### config.mk
export PLATFORM = sky130hd
export DESIGN_NAME = dmem_arbiter
export DESIGN_NICKNAME = d
export VERILOG_FILES = /design/src/rtl/dmem_arbiter.sv
export SDC_FILE = /design/constraint.sdc
export NUM_CORES = 1
export LEC_CHECK = 0
export ABC_AREA = 1
export CORE_AREA = 3 3 130 132
export DETAILED_ROUTE_END_ITERATION = 8
export DIE_AREA = 0 0 133 135
export PLACE_DENSITY = 0.64
export SYNTH_ARGS = -nofsm -noshare
export SYNTH_HDL_FRONTEND = slang
export SYNTH_SLANG_ARGS = --single-unit
### constraint.sdc
create_clock -name clk -period 3.1 [get_ports clk]
set_input_delay 0.93 -clock clk [delete_from_list [all_inputs] [get_ports clk]]
set_output_delay 0.93 -clock clk [all_outputs]
set_load 0.05 [all_outputs]
### src/rtl/dmem_arbiter.sv
// Two-port arbiter for the single data-memory port: round-robin between the
// CPU load/store unit (port 0) and the debug/DMA loader (port 1), with lock support.
`ifndef WORD_WIDTH
`define WORD_WIDTH 32
`endif

module dmem_arbiter #(
  parameter int W       = `WORD_WIDTH,
  parameter int ADDR_HI = 18
) (
  input  logic         clk,
  input  logic         rst,
  input  logic         req0,
  input  logic         req1,
  input  logic         we0,
  input  logic         we1,
  input  logic         lock0,
  input  logic         lock1,
  input  logic [W-1:0] addr0,
  input  logic [W-1:0] addr1,
  input  logic [W-1:0] wdata0,
  input  logic [W-1:0] wdata1,
  output logic         gnt0,
  output logic         gnt1,
  output logic         err0,
  output logic         err1,
  output logic         rvalid0,
  output logic         rvalid1,
  output logic [W-1:0] rdata0,
  output logic [W-1:0] rdata1,
  output logic         mem_read_en,
  output logic [W-1:0] mem_read_addr,
  input  logic [W-1:0] mem_read_data,
  output logic         mem_write_en,
  output logic [W-1:0] mem_write_addr,
  output logic [W-1:0] mem_write_data,
  output logic [1:0]   dbg_state,
  output logic         dbg_last_grant
);

  typedef enum logic [1:0] {
    IDLE  = 2'd0,
    LOCK0 = 2'd1,
    LOCK1 = 2'd2
  } state_e;

  // Handshake: reqN/weN/lockN/addrN/wdataN are held by the requester until
  // gntN; gntN is a one-cycle pulse marking the cycle the access is performed.

  // Only the address bits the memory decodes are forwarded.
  localparam logic [W-1:0] ADDR_MASK = {{(W-ADDR_HI-1){1'b0}}, {(ADDR_HI+1){1'b1}}};

  state_e         state_q, state_d;
  logic           last_grant_q, last_grant_d;
  logic           rvalid0_q, rvalid0_d, rvalid1_q, rvalid1_d;
  logic [W-1:0]   rdata0_q, rdata0_d, rdata1_q, rdata1_d;
  logic           mis0, mis1, acc0, acc1;

  always_comb begin
    gnt0           = 1'b0;
    gnt1           = 1'b0;
    state_d        = state_q;
    last_grant_d   = last_grant_q;
    mem_read_en    = 1'b0;
    mem_read_addr  = '0;
    mem_write_en   = 1'b0;
    mem_write_addr = '0;
    mem_write_data = '0;

    unique case (state_q)
      IDLE: begin
        // On a tie the port that was not granted last wins.
        if (req0 && (!req1 || last_grant_q)) gnt0 = 1'b1;
        else if (req1)                       gnt1 = 1'b1;
      end
      LOCK0:   gnt0 = req0;
      LOCK1:   gnt1 = req1;
      default: state_d = IDLE;
    endcase

    mis0 = (addr0[1:0] != 2'b00);
    mis1 = (addr1[1:0] != 2'b00);
    err0 = gnt0 & mis0;
    err1 = gnt1 & mis1;
    acc0 = gnt0 & ~mis0;
    acc1 = gnt1 & ~mis1;

    if (acc0) begin
      mem_read_en    = ~we0;
      mem_read_addr  = we0 ? '0 : (addr0 & ADDR_MASK);
      mem_write_en   = we0;
      mem_write_addr = we0 ? (addr0 & ADDR_MASK) : '0;
      mem_write_data = we0 ? wdata0 : '0;
    end else if (acc1) begin
      mem_read_en    = ~we1;
      mem_read_addr  = we1 ? '0 : (addr1 & ADDR_MASK);
      mem_write_en   = we1;
      mem_write_addr = we1 ? (addr1 & ADDR_MASK) : '0;
      mem_write_data = we1 ? wdata1 : '0;
    end

    // Misaligned grants still update ownership and fairness.
    if (gnt0) begin
      state_d      = lock0 ? LOCK0 : IDLE;
      last_grant_d = 1'b0;
    end else if (gnt1) begin
      state_d      = lock1 ? LOCK1 : IDLE;
      last_grant_d = 1'b1;
    end

    rvalid0_d = acc0 & ~we0;
    rvalid1_d = acc1 & ~we1;
    rdata0_d  = rvalid0_d ? mem_read_data : rdata0_q;
    rdata1_d  = rvalid1_d ? mem_read_data : rdata1_q;
  end

  always_ff @(posedge clk) begin
    if (!rst) begin
      state_q      <= IDLE;
      last_grant_q <= 1'b1;
      rvalid0_q    <= 1'b0;
      rvalid1_q    <= 1'b0;
      rdata0_q     <= '0;
      rdata1_q     <= '0;
    end else begin
      state_q      <= state_d;
      last_grant_q <= last_grant_d;
      rvalid0_q    <= rvalid0_d;
      rvalid1_q    <= rvalid1_d;
      rdata0_q     <= rdata0_d;
      rdata1_q     <= rdata1_d;
    end
  end

  assign rvalid0        = rvalid0_q;
  assign rvalid1        = rvalid1_q;
  assign rdata0         = rdata0_q;
  assign rdata1         = rdata1_q;
  assign dbg_state      = state_q;
  assign dbg_last_grant = last_grant_q;

endmodule
==> metrics <==
Distinct cells, synth=21; critical path fanouts, max=7; clock slew at the register clock pins of the worst setup and hold paths=0.06 ns; total power=0.002975 W; final setup violation count=0; Core Region=around 0.016 mm^2; CP endpoint kind=primary output; maxcap violations=0; initial core utilization=a little over a quarter; Finished Cell Area=between 0.008 and 0.009 mm^2; ANT nets after route=0; Critical Path RT=2.17 ns; GRT Overall Usage=between 10% and 20%; total CTS buffers=9; Hold WC Path Type=flop to flop; clock latency on the worst-skew pair=0.33 ns; Filler cells=1481; DP Area=0.008165 mm^2; largest net degree at the start of global routing=66; RSZ-0062 raised after global routing=no; Longest Clk Path Bufs=2; layout cell share with drive strength beyond 1=20.74%; Mean Syn Cell Area=6.174 um^2; Iter 0 DRT Violations=203; Max Fclk=about 330 MHz; CP max stage delay=0.25 ns; final slew viol count=0; crit share post-route=98.20%; IO buf count=282; router iterations before antenna repair=5; Pleak=3.999 nW; worst vdd ir=433.8 uV; Clock Skew=around 0.0065 ns; CP Launch Type=input pin; Overflow after GRT=0; full die area=between 0.015 and 0.02 mm^2; R2R Path End=rdata0[0]$_SDFFE_PN0P_; Hold EP=rdata1[21]$_SDFFE_PN0P_; Hold Path Stages=4; area growth from synthesis to layout=106.4%; pre-CTS setup slack=-0.4379 ns; vias in the first global route=4963; Synthesis Warnings=0; crit path DAT=~2.1 ns; gp weighted congestion=between 0.8 and 0.9; clk root buf=clkbuf_16; Worst Reg2Reg Path Length in Cells=8; Die Span X=133 um; final-stage net count=1142; first-pass GRT wire length=27.76 mm; vias per cell=4.306; critical path class=input pin to primary output; TritonCTS clock tree=done; crit-path most repeated cell=buf_12; Die H=135 um; Final Hold Fails=0; Syn Inst Count=just under 700; reg2reg setup slack=1.33 ns; Final WS setup=0.05593 ns; Pwr per Cell Area=341.2 mW/mm^2; DPL Wire Length=13.42 mm; hold path start=rdata1[21]$_SDFFE_PN0P_; initial antenna violation count=1; Via Count=about 5200; CTS H-tree depth=3; DR DRC count=0; slowest CP cell=dlygate4sd2_1; DR WL/cell=14.83 um; status=completed; Worst Tran Pin Value=0.6844 ns; DRT Wirelength=17.73 mm; post-synthesis cell area=approximately 0.0042 mm^2; Cell Chain, Critical Path=dlygate4sd2_1, nor2_4, nand3_4, buf_12, o21ai_4, buf_6, buf_12; Worst slew margin=between 50% and 60%; # IOs=339; worst reg2reg path startpoint=dbg_state[1]$_SDFFE_PN0P_; Rows=46; part of the Yosys area used for sequential elements=32.71%; clk sink count=69; Synth Register Bits=slightly below 70; fin crit period=3.044 ns
-- placed cells by master, fill, tap and decap left out, types with 4 or more instances in the layout --
cell type and count:
clkdlybuf4s50_1 201, nand4_1 66, buf_6 5, dlygate4sd2_1 4
o21ai_4 14, inv_1 117, o21ai_2 35, o21ai_0 8
conb_1 30, inv_2 5, buf_4 32, buf_12 77
clkbuf_16 9, o21ai_1 10, nor2_1 131, nand2_1 133
dfxtp_1 69
-- cell families after synthesis --
group                  share of synthesized area [%]
AND/OR/NAND/NOR                                36.92
buffers and inverters                          21.98
AO/OA/AOI/OAI                                  8.296
flip-flops                                     32.71
other                                        0.08880
-- where the power goes --
| part | internal, W | leakage (nW) | total [W] | switching [W] |
|---|---|---|---|---|
| clock network | 0.000630 | 0.140 | 0.00104 | 0.000407 |
| registers | 0.000917 | 0.560 | 0.000934 | 0.0000170 |
| logic | 0.000420 | 3.30 | 0.00100 | 0.000583 |
-- how the worst max path moves through the flow --
stage                                    end  cells after the start  slack, ns     start
final                      mem_write_data[1]                      7       0.06  addr1[0]
after global routing       mem_write_data[1]                      7      0.003  addr1[0]
after CTS                  mem_write_data[1]                      7       0.01  addr1[1]
after detailed placement   mem_read_addr[10]                      8      -0.44      req0
after global placement     mem_read_addr[11]                      8      -0.42      req0
after floorplan           mem_write_addr[18]                      6      -0.35      req0
-- cell usage after synthesis (all sizes together) --
master,instances,area share [%]
nand4,68,10
buf,65,10
conb,1,0.089
inv,122,11
nor2,135,13
clkbuf,11,0.98
o21ai,67,7.9
a21oi,3,0.36
dfxtp,69,33
nand3,6,1.6
nand2,137,12
-- critical path, delay by kind of cell --
family | cells | cell delay [ns]
AO/OA/AOI/OAI | 1 | 0.12
buffers and inverters | 4 | 0.70
AND/OR/NAND/NOR | 2 | 0.36
-- sequential cells by signal, summed over array words and instances (netlist names) --
register        count
dbg_state           2
dbg_last_grant      1
rvalid0             1
rvalid1             1
rdata1             32
rdata0             32
-- cell type report --
cell class	instances	area, um^2	area share [%]
inverters	122	457.9	5.253
well taps	216	270.3	3.100
diodes	1	2.502	0.02871
clock buffers	10	229.0	2.627
flip-flops and latches	69	1381	15.85
clock inverters	6	71.32	0.8181
multi-input cells	447	2357	27.04
repair buffers	325	3948	45.28
-- per-stage QoR --
step	cells	utilization, %	hold WS [ns]	TNS (ns)
2_1_floorplan	713	-	0.7259	-5.994
3_3_place_gp	1169	51.59	0.4973	-20.95
3_5_place_dp	1169	51.59	0.4988	-21.97
4_1_cts	1194	54.98	0.5103	0
5_1_grt	1196	55.08	0.5392	0
6_report	1196	55.08	0.5072	0
-- metal layers --
| layer | part of all wire, % | GRT usage, % |
|---|---|---|
| met4 | 1.5 | 5.254 |
| met3 | 7.0 | 5.253 |
| met2 | 51 | 34.85 |
| met5 | 0 | 0 |
| met1 | 41 | 22.45 |
-- repair_timing --
| item | in CTS | in global routing |
|---|---|---|
| gates resized for setup | 56 | 4 |
| setup buffers | 7 | 1 |
| pin swaps | 9 | 7 |
| cloned | 2 | 0 |
| hold buffers | 0 | 0 |
| setup endpoints to repair | 70 | 26 |
(Power assumes the default switching activity.)
